### config.mk
export PLATFORM = sky130hd
export DESIGN_NAME = muldiv_unit
export DESIGN_NICKNAME = d
export VERILOG_FILES = /design/src/rtl/muldiv_unit.sv
export SDC_FILE = /design/constraint.sdc
export NUM_CORES = 1
export LEC_CHECK = 0
export ABC_CLOCK_PERIOD_IN_PS = 4400
export CAP_MARGIN = 20
export CORE_MARGIN = 2
export CORE_UTILIZATION = 60
export DETAILED_ROUTE_END_ITERATION = 7
export HOLD_SLACK_MARGIN = 0.05
export PLACE_DENSITY = 0.82
export SYNTH_ARGS = -nofsm -noshare
export SYNTH_HDL_FRONTEND = slang
export SYNTH_SLANG_ARGS = --single-unit
### constraint.sdc
create_clock -name clk -period 4.4 [get_ports clk]
set_input_delay 0.66 -clock clk [delete_from_list [all_inputs] [get_ports clk]]
set_output_delay 0.66 -clock clk [all_outputs]
set_load 0.005 [all_outputs]
### src/rtl/muldiv_unit.sv
// muldiv_unit: iterative multiply/divide unit holding the architectural HI/LO
// registers. It executes MULT, MULTU, DIV, DIVU, MTHI and MTLO.
// Multiply uses shift-add, one multiplier bit per cycle. Divide uses restoring
// division, one quotient bit per cycle. Both run on operand magnitudes, and the
// signs are applied in FIX.
//
// Optional build macro: MULDIV_CANCEL_EN adds a cancel input that aborts the
// operation in flight (pipeline flush).
//
// Ports:
//   clk    rising-edge clock
//   rst_n  asynchronous active-low reset
//   start  one-cycle operation request (ignored while busy)
//   op     000 MULT, 001 MULTU, 010 DIV, 011 DIVU, 100 MTHI, 101 MTLO, else no-op
//   a      rs operand (multiplicand, dividend, MTHI/MTLO data)
//   b      rt operand (multiplier, divisor)
//   cancel (MULDIV_CANCEL_EN only) abort the operation in flight
//   busy   operation in progress
//   done   one-cycle pulse when HI/LO have been updated
//   hi     HI register
//   lo     LO register
module muldiv_unit #(
   parameter int unsigned WIDTH = 32,
   parameter int unsigned CNT_W = 6
) (
   input  logic             clk,
   input  logic             rst_n,
   input  logic             start,
   input  logic [2:0]       op,
   input  logic [WIDTH-1:0] a,
   input  logic [WIDTH-1:0] b,
`ifdef MULDIV_CANCEL_EN
   input  logic             cancel,
`endif
   output logic             busy,
   output logic             done,
   output logic [WIDTH-1:0] hi,
   output logic [WIDTH-1:0] lo
);

   typedef enum logic [1:0] {IDLE, RUN, FIX} state_t;

   localparam logic [2:0] OP_MTHI = 3'b100;
   localparam logic [2:0] OP_MTLO = 3'b101;

   state_t             state, state_d;
   logic [CNT_W-1:0]   cnt, cnt_d;
   logic [2*WIDTH-1:0] acc, acc_d;     // mult: {upper, multiplier/lower}; div: {rem, quot}
   logic [WIDTH-1:0]   opnd, opnd_d;   // multiplicand or divisor magnitude
   logic               is_div, is_div_d;
   logic               neg_lo, neg_lo_d; // negate product (mult) or quotient (div)
   logic               neg_hi, neg_hi_d; // negate remainder (signed div only)
   logic               busy_d, done_d;
   logic [WIDTH-1:0]   hi_d, lo_d;

   logic               sgn, sa, sb;
   logic [WIDTH-1:0]   mag_a, mag_b;
   logic [WIDTH:0]     add_sum, rem_sh, sub_diff;
   logic [2*WIDTH-1:0] prod;
   logic               kill;

`ifdef MULDIV_CANCEL_EN
   assign kill = cancel;
`else
   assign kill = 1'b0;
`endif

   // State and datapath registers
   always_ff @(posedge clk or negedge rst_n) begin
      if (!rst_n) begin
         state  <= IDLE;
         cnt    <= '0;
         acc    <= '0;
         opnd   <= '0;
         is_div <= 1'b0;
         neg_lo <= 1'b0;
         neg_hi <= 1'b0;
         busy   <= 1'b0;
         done   <= 1'b0;
         hi     <= '0;
         lo     <= '0;
      end else begin
         state  <= state_d;
         cnt    <= cnt_d;
         acc    <= acc_d;
         opnd   <= opnd_d;
         is_div <= is_div_d;
         neg_lo <= neg_lo_d;
         neg_hi <= neg_hi_d;
         busy   <= busy_d;
         done   <= done_d;
         hi     <= hi_d;
         lo     <= lo_d;
      end
   end

   // Next-state and datapath logic
   always_comb begin
      state_d  = state;
      cnt_d    = cnt;
      acc_d    = acc;
      opnd_d   = opnd;
      is_div_d = is_div;
      neg_lo_d = neg_lo;
      neg_hi_d = neg_hi;
      busy_d   = busy;
      done_d   = 1'b0;
      hi_d     = hi;
      lo_d     = lo;
      sgn      = ~op[0];
      sa       = sgn & a[WIDTH-1];
      sb       = sgn & b[WIDTH-1];
      mag_a    = sa ? -a : a;
      mag_b    = sb ? -b : b;
      add_sum  = '0;
      rem_sh   = '0;
      sub_diff = '0;
      prod     = neg_lo ? -acc : acc;

      unique case (state)
         IDLE: begin
            if (start && !kill) begin
               if (!op[2]) begin
                  is_div_d = op[1];
                  cnt_d    = '0;
                  busy_d   = 1'b1;
                  if (op[1] && (b == '0)) begin
                     // Divide by zero: raw dividend to HI, all ones to LO
                     acc_d    = {a, {WIDTH{1'b1}}};
                     neg_lo_d = 1'b0;
                     neg_hi_d = 1'b0;
                     state_d  = FIX;
                  end else if (op[1]) begin
                     acc_d    = {{WIDTH{1'b0}}, mag_a};
                     opnd_d   = mag_b;
                     neg_lo_d = sa ^ sb;
                     neg_hi_d = sa;
                     state_d  = RUN;
                  end else begin
                     acc_d    = {{WIDTH{1'b0}}, mag_b};
                     opnd_d   = mag_a;
                     neg_lo_d = sa ^ sb;
                     neg_hi_d = 1'b0;
                     state_d  = RUN;
                  end
               end else if (op == OP_MTHI) begin
                  hi_d   = a;
                  done_d = 1'b1;
               end else if (op == OP_MTLO) begin
                  lo_d   = a;
                  done_d = 1'b1;
               end
            end
         end
         RUN: begin
            if (!is_div) begin
               // Add multiplicand into upper half if current multiplier bit set, shift right
               add_sum = {1'b0, acc[2*WIDTH-1:WIDTH]} + {1'b0, (acc[0] ? opnd : {WIDTH{1'b0}})};
               acc_d   = {add_sum, acc[WIDTH-1:1]};
            end else begin
               // Shift next dividend bit into remainder; keep difference if no borrow
               rem_sh   = acc[2*WIDTH-1:WIDTH-1];
               sub_diff = rem_sh - {1'b0, opnd};
               if (!sub_diff[WIDTH])
                  acc_d = {sub_diff[WIDTH-1:0], acc[WIDTH-2:0], 1'b1};
               else
                  acc_d = {rem_sh[WIDTH-1:0], acc[WIDTH-2:0], 1'b0};
            end
            cnt_d = cnt + CNT_W'(1);
            if (cnt == CNT_W'(WIDTH-1))
               state_d = FIX;
         end
         FIX: begin
            if (is_div) begin
               hi_d = neg_hi ? -acc[2*WIDTH-1:WIDTH] : acc[2*WIDTH-1:WIDTH];
               lo_d = neg_lo ? -acc[WIDTH-1:0] : acc[WIDTH-1:0];
            end else begin
               hi_d = prod[2*WIDTH-1:WIDTH];
               lo_d = prod[WIDTH-1:0];
            end
            done_d  = 1'b1;
            busy_d  = 1'b0;
            state_d = IDLE;
         end
         default: state_d = IDLE;
      endcase

      // Flush: abandon the operation without touching HI/LO
      if (kill && (state != IDLE)) begin
         state_d = IDLE;
         busy_d  = 1'b0;
         done_d  = 1'b0;
         hi_d    = hi;
         lo_d    = lo;
      end
   end

endmodule

* Yosys cells after proc, flatten, opt, wreduce, memory -nomap -nowiden
Cells that the tools add are included.
Operators by class: bitwise logic cells 6, equal/unequal tests 12, add/sub/neg operators 8, muxes and demuxes 44, reductions and logical operators 12
Operator list (number):
- two-way mux 32 bit | 16
- two-way mux 64 bit | 6
- negation 32 bit | 4
- one-hot mux 32 bit (2 select lines) | 2
- one-hot mux 64 bit (2 select lines) | 1
- negation 64 bit | 1
- adder 32 x 32 -> 33 bit | 1
- subtractor 33 x 32 -> 33 bit | 1
- zero test 32 bit | 1
- != test 2 bit (second input constant) | 7
- two-way mux 6 bit | 2
- one-hot mux 6 bit (2 select lines) | 1
- AND reduction 3 bit | 4
- two-way mux 1 bit | 9
- two-way mux 2 bit | 4
- AND reduction 4 bit | 2
- adder 6 x 1 -> 6 bit (second input constant) | 1
- equality test 3 bit (second input constant) | 2
- equality test 6 x 5 -> 1 bit (second input constant) | 1
- AND reduction 5 bit | 1
- one-hot mux 1 bit (2 select lines) | 2
- one-hot mux 2 bit (2 select lines) | 1
- nonzero test 2 bit | 2
- NOT 1 bit | 3
- 6 further kinds | 7
Storage, ports and cells: word-level logic and storage cells 93, output and inout port bits 66, register bits after elaboration 173

* Depth between registers and ports, before layout
depth in word-level cells 8, depth in mapped cells 15, mapped depth without buffers 12

* Worst setup path before layout
No wires, ideal clock.
kind reg2reg, start register acc[31], end register acc[50], setup time 0.136 ns, clock period less this slack 3.770 ns, required time 4.264 ns, stages on the path, launching flop included 15, path slack 0.630 ns, arrival 3.634 ns, cells stage by stage dfrtp_1 -> clkbuf_1 -> inv_1 -> ha_1 -> fa_1 -> nand2b_1 -> a21o_1 -> a211o_1 -> a311oi_1 -> nor3_1 -> xnor2_1 -> clkbuf_1 -> mux2_2 -> mux2i_1 -> a21oi_1
On the way: cells in the longest elaborated chain, start to end 4
RTL lines:
- start, declared | RTL line 48 | logic [2*WIDTH-1:0] acc, acc_d;
- start signal, assigned | RTL line 73 | acc <= '0;
- start signal, assigned | RTL line 85 | acc <= acc_d;
- subtractor 33 x 32 -> 33 bit | RTL line 163 | sub_diff = rem_sh - {1'b0, opnd};
- two-way mux 64 bit | RTL line 164 | if (!sub_diff[WIDTH])
- two-way mux 64 bit | RTL line 156 | if (!is_div) begin
- one-hot mux 64 bit (2 select lines) | RTL line 120 | unique case (state)
No other way between the ends. A chain may end at the register's enable or synchronous reset.

* Worst setup path in the final report
start register acc[22], end register hi[28]
On the way: cells in the longest elaborated chain, start to end 4
RTL lines:
- negation 64 bit | RTL line 118 | prod = neg_lo ? -acc : acc;
- two-way mux 64 bit | RTL line 118
- two-way mux 32 bit | RTL line 174 | if (is_div) begin
- one-hot mux 32 bit (2 select lines) | RTL line 120
- end signal, assigned | RTL line 92 | hi <= hi_d;
- end, declared | RTL line 37 | output logic [WIDTH-1:0] hi,
No other way between the ends.

==> run_results.csv <==
group,metric,value,unit
cells_and_area,n_fill_cell,2106,
route,avgRoutedWirePerCell,23.50,µm
logic_synthesis,yosysWarnings,0,
hold_path,min_path_type,"primary input to async pin",
sta,worstMarginPinSlew,1.000,ns
power,clockPowerShare,0.095,
cells_and_area,n_antenna_cell,0,
route,vias,16540,
setup_path,reg2regPathDepth,9,
sta,rsz0062_at_grt,"no",
clock_network,cts_tree,"built",
cells_and_area,area_delta_synth_final,15.32,%
logic_synthesis,ys.flop_type,"dfrtp_1",
clock_network,cts_resized,0,
grt,antenna_found_initial,0,
logic_synthesis,syn_inst,1988,
power,seq_power_share,0.216,
setup_path,setup.worst_path.start,"acc[22]",
grt,grt_max_degree,91,
sta,finClkSkew,0.01344,ns
route,vias_per_cell,6.842,
power,p_sw_frac,0.5103,
place,place_congestion,1.017,
clock_network,cts.sinks,173,
sta,maxSlewViolCount,0,
place,portBuffers,135,
clock_network,insertion_delay,0.44,ns
grt,grt_overflow,0,
logic_synthesis,synth_area,15520,µm²
logic_synthesis,syn_nets,2129,
place,hpwl,41.98,mm
setup_path,cp_data_arrival_time,4.23,ns
power,fin_total_pwr,0.01605,W
sta,final_hold_viol_count,0,
logic_synthesis,synth_seq_cells,173,
route,firstDrtPassIters,8,
setup_path,worstSetupPathType,"flop to flop",
grt,grt_usage,0.4212,
floorplanning,die_area,27170,µm²
flow_run,max_cap_viol_count,0,
run_status,outcome,"finished, final reports clean",
power,power_density,896.7,nW/µm²
setup_path,crit_end,"hi[28]",
setup_path,startpoint_type,"flop",
sta,slew-limit-headroom,0.3332,
route,drc,0,
cells_and_area,nets,2215,
clock_network,cts_buffers,17,
logic_synthesis,ys_seq_area_frac,0.2790,
grt,first_global_vias,15600,
clock_network,clk_pin_slew,0.08,ns
floorplanning,core_area,25250,µm²
route,antenna_left,0,
setup_path,cp-end-kind,"flop",
floorplanning,pin_count,136,
clock_network,htree_levels,4,
power,p_int,0.007858,W
floorplanning,die_w,164.8,µm
sta,setup_violations,0,
cells_and_area,multi_input_area,10510,µm²
setup_path,r2r_slack,0.53,ns
floorplanning,start_util,0.6145,
floorplanning,die_h,164.8,µm
setup_path,timing.rr.end,"hi[28]",
sta,finalCriticalPeriod,3.867,ns
clock_network,cts_hold_buf,0,
logic_synthesis,synth_edf_count,0,
cells_and_area,final_layout_size_suffix_gt1_frac,0.08050,
setup_path,reg2reg_from,"acc[22]",
logic_synthesis,ys_types,73,
sta,period_share,0.8789,
setup_path,cp.required,4.77,ns
grt,grt_pass1_wl,88.38,mm
clock_network,cts_buffer_depth,2,
logic_synthesis,avgSynthCellArea,7.806,µm²
logic_synthesis,ys_async_sr_fraction,1.000,
route,initialDrtViolationCount,2628,
clock_network,post_cts_buffers,0,
power,vdd_drop_max,0.4187,mV
sta,fmax,258.6,MHz
clock_network,root_buffer,"clkbuf_16",
setup_path,cp_max_fo,7,
route,totalWireLength,56.81,mm
power,power_frac_comb,0.690,
sta,setup_tns,0,ns
floorplanning,rows,58,
power,power.leakage,7.425,nW
cells_and_area,regArea,4332,µm²
power,p_sw,0.008188,W
==> worst max-delay path, stage by stage (launching register included) <==
cell      delay [ns]
dfrtp_1         0.46
or4_4           0.58
or4b_1          0.51
or4_1           0.63
o41ai_4         0.69
nand2b_2        0.18
o31ai_2         0.38
xnor2_1         0.17
nand2_1         0.08
o21ai_1         0.10
==> layer usage <==
layer | wire length, µm | GRT usage | up-vias
met5 | 0 | 0 | -
met4 | 2476 | 0.1684 | 0
met3 | 7251 | 0.08388 | 204
met2 | 24820 | 0.6463 | 1173
met1 | 22260 | 0.5840 | 7787
li1 | - | - | 7373
==> synth_stat cells (16+ instances only) <==
master    number  share of area
or3_1         36          0.015
dfrtp_1      173           0.28
nor2_1       174          0.042
clkbuf_1     106          0.026
inv_1         62          0.015
o21ai_0      206          0.066
nor2b_1       17         0.0069
a21o_1        34          0.016
nand3_1       27         0.0087
o31ai_1       31          0.015
nand2b_1      16         0.0065
a31oi_1       22         0.0089
a211oi_1      20         0.0097
mux2i_1       78          0.050
nor3_1        42          0.014
ha_1          69          0.056
nand4_1       16         0.0065
mux2_2        43          0.031
xnor2_1       91          0.051
nand2_1      203          0.049
a21oi_1      210          0.068
xor2_1        80          0.045
==> sequential cells by signal, summed over array words and instances, names as in the netlist <==
name,cells
busy,1
cnt,6
state,2
lo,32
hi,32
neg_hi,1
acc,64
done,1
is_div,1
opnd,32
neg_lo,1
==> layout make-up <==
| cell class | instances | share of cell area |
|---|---|---|
| Clock buffer | 18 | 0.02398 |
| Clock inverter | 14 | 0.007341 |
| Inverter | 63 | 0.01321 |
| Multi-Input combinational cell | 1623 | 0.5874 |
| Sequential cell | 173 | 0.2420 |
| Tap cell | 330 | 0.02307 |
| Timing Repair Buffer | 196 | 0.1030 |
==> per-stage QoR <==
| step | std cells | setup WS [ns] | hold WS, ns | utilization | cell area, µm² |
|---|---|---|---|---|---|
| 2_1_floorplan | 1988 | 0.6299 | 0.3644 | - | 15520 |
| 3_3_place_gp | 2385 | 0.4310 | 0.4608 | 0.6864 | 17340 |
| 3_5_place_dp | 2385 | 0.3290 | 0.4728 | 0.6864 | 17340 |
| 4_1_cts | 2417 | 0.5842 | 0.3197 | 0.7086 | 17900 |
| 5_1_grt | 2417 | 0.4255 | 0.3453 | 0.7086 | 17900 |
| 6_report | 2417 | 0.5328 | 0.2676 | 0.7086 | 17900 |
==> power groups by stage <==
stage                     Clock [W]  Combinational, W  Sequential (W)
after floorplan                   0           0.00750         0.00303
after global placement            0            0.0105         0.00339
after detailed placement          0            0.0106         0.00342
after CTS                   0.00151            0.0108         0.00341
after global routing        0.00157            0.0119         0.00355
final                       0.00152            0.0111         0.00346
==> how the worst min path moves through the flow <==
| stage | from | endpoint | slack [ns] | cells after the start |
|---|---|---|---|---|
| after floorplan | rst_n | acc[0] | 0.36 | 0 |
| after global placement | opnd[19] | opnd[19] | 0.46 | 2 |
| after detailed placement | opnd[30] | opnd[30] | 0.47 | 2 |
| after CTS | rst_n | lo[6] | 0.32 | 1 |
| after global routing | rst_n | lo[6] | 0.35 | 1 |
| final | rst_n | lo[6] | 0.27 | 1 |
==> kinds of logic (layout without fill, tap and decap cells) <==
group | count (synthesis) | after routing | share of synthesized area
XOR/XNOR | 171 | 171 | 0.09651
adder cells (fa/ha/maj) | 71 | 71 | 0.05821
AO/OA/AOI/OAI | 662 | 662 | 0.2588
AND/OR/NAND/NOR | 598 | 598 | 0.1787
multiplexers | 121 | 121 | 0.08151
flip-flops | 173 | 173 | 0.2790
buffers and inverters | 192 | 291 | 0.04725
==> placed cells by master (no fill, tap or decap), types with 41 or more instances in the layout <==
cell             count
nor3_1              41
mux2_2              43
nand2_1            202
xnor2_1             90
a21oi_1            210
inv_1               62
xor2_1              80
mux2i_1             78
buf_4               58
clkdlybuf4s50_1    133
dfrtp_1            171
ha_1                69
nor2_1             172
o21ai_0            206
Power figures use the tool's default switching activity.
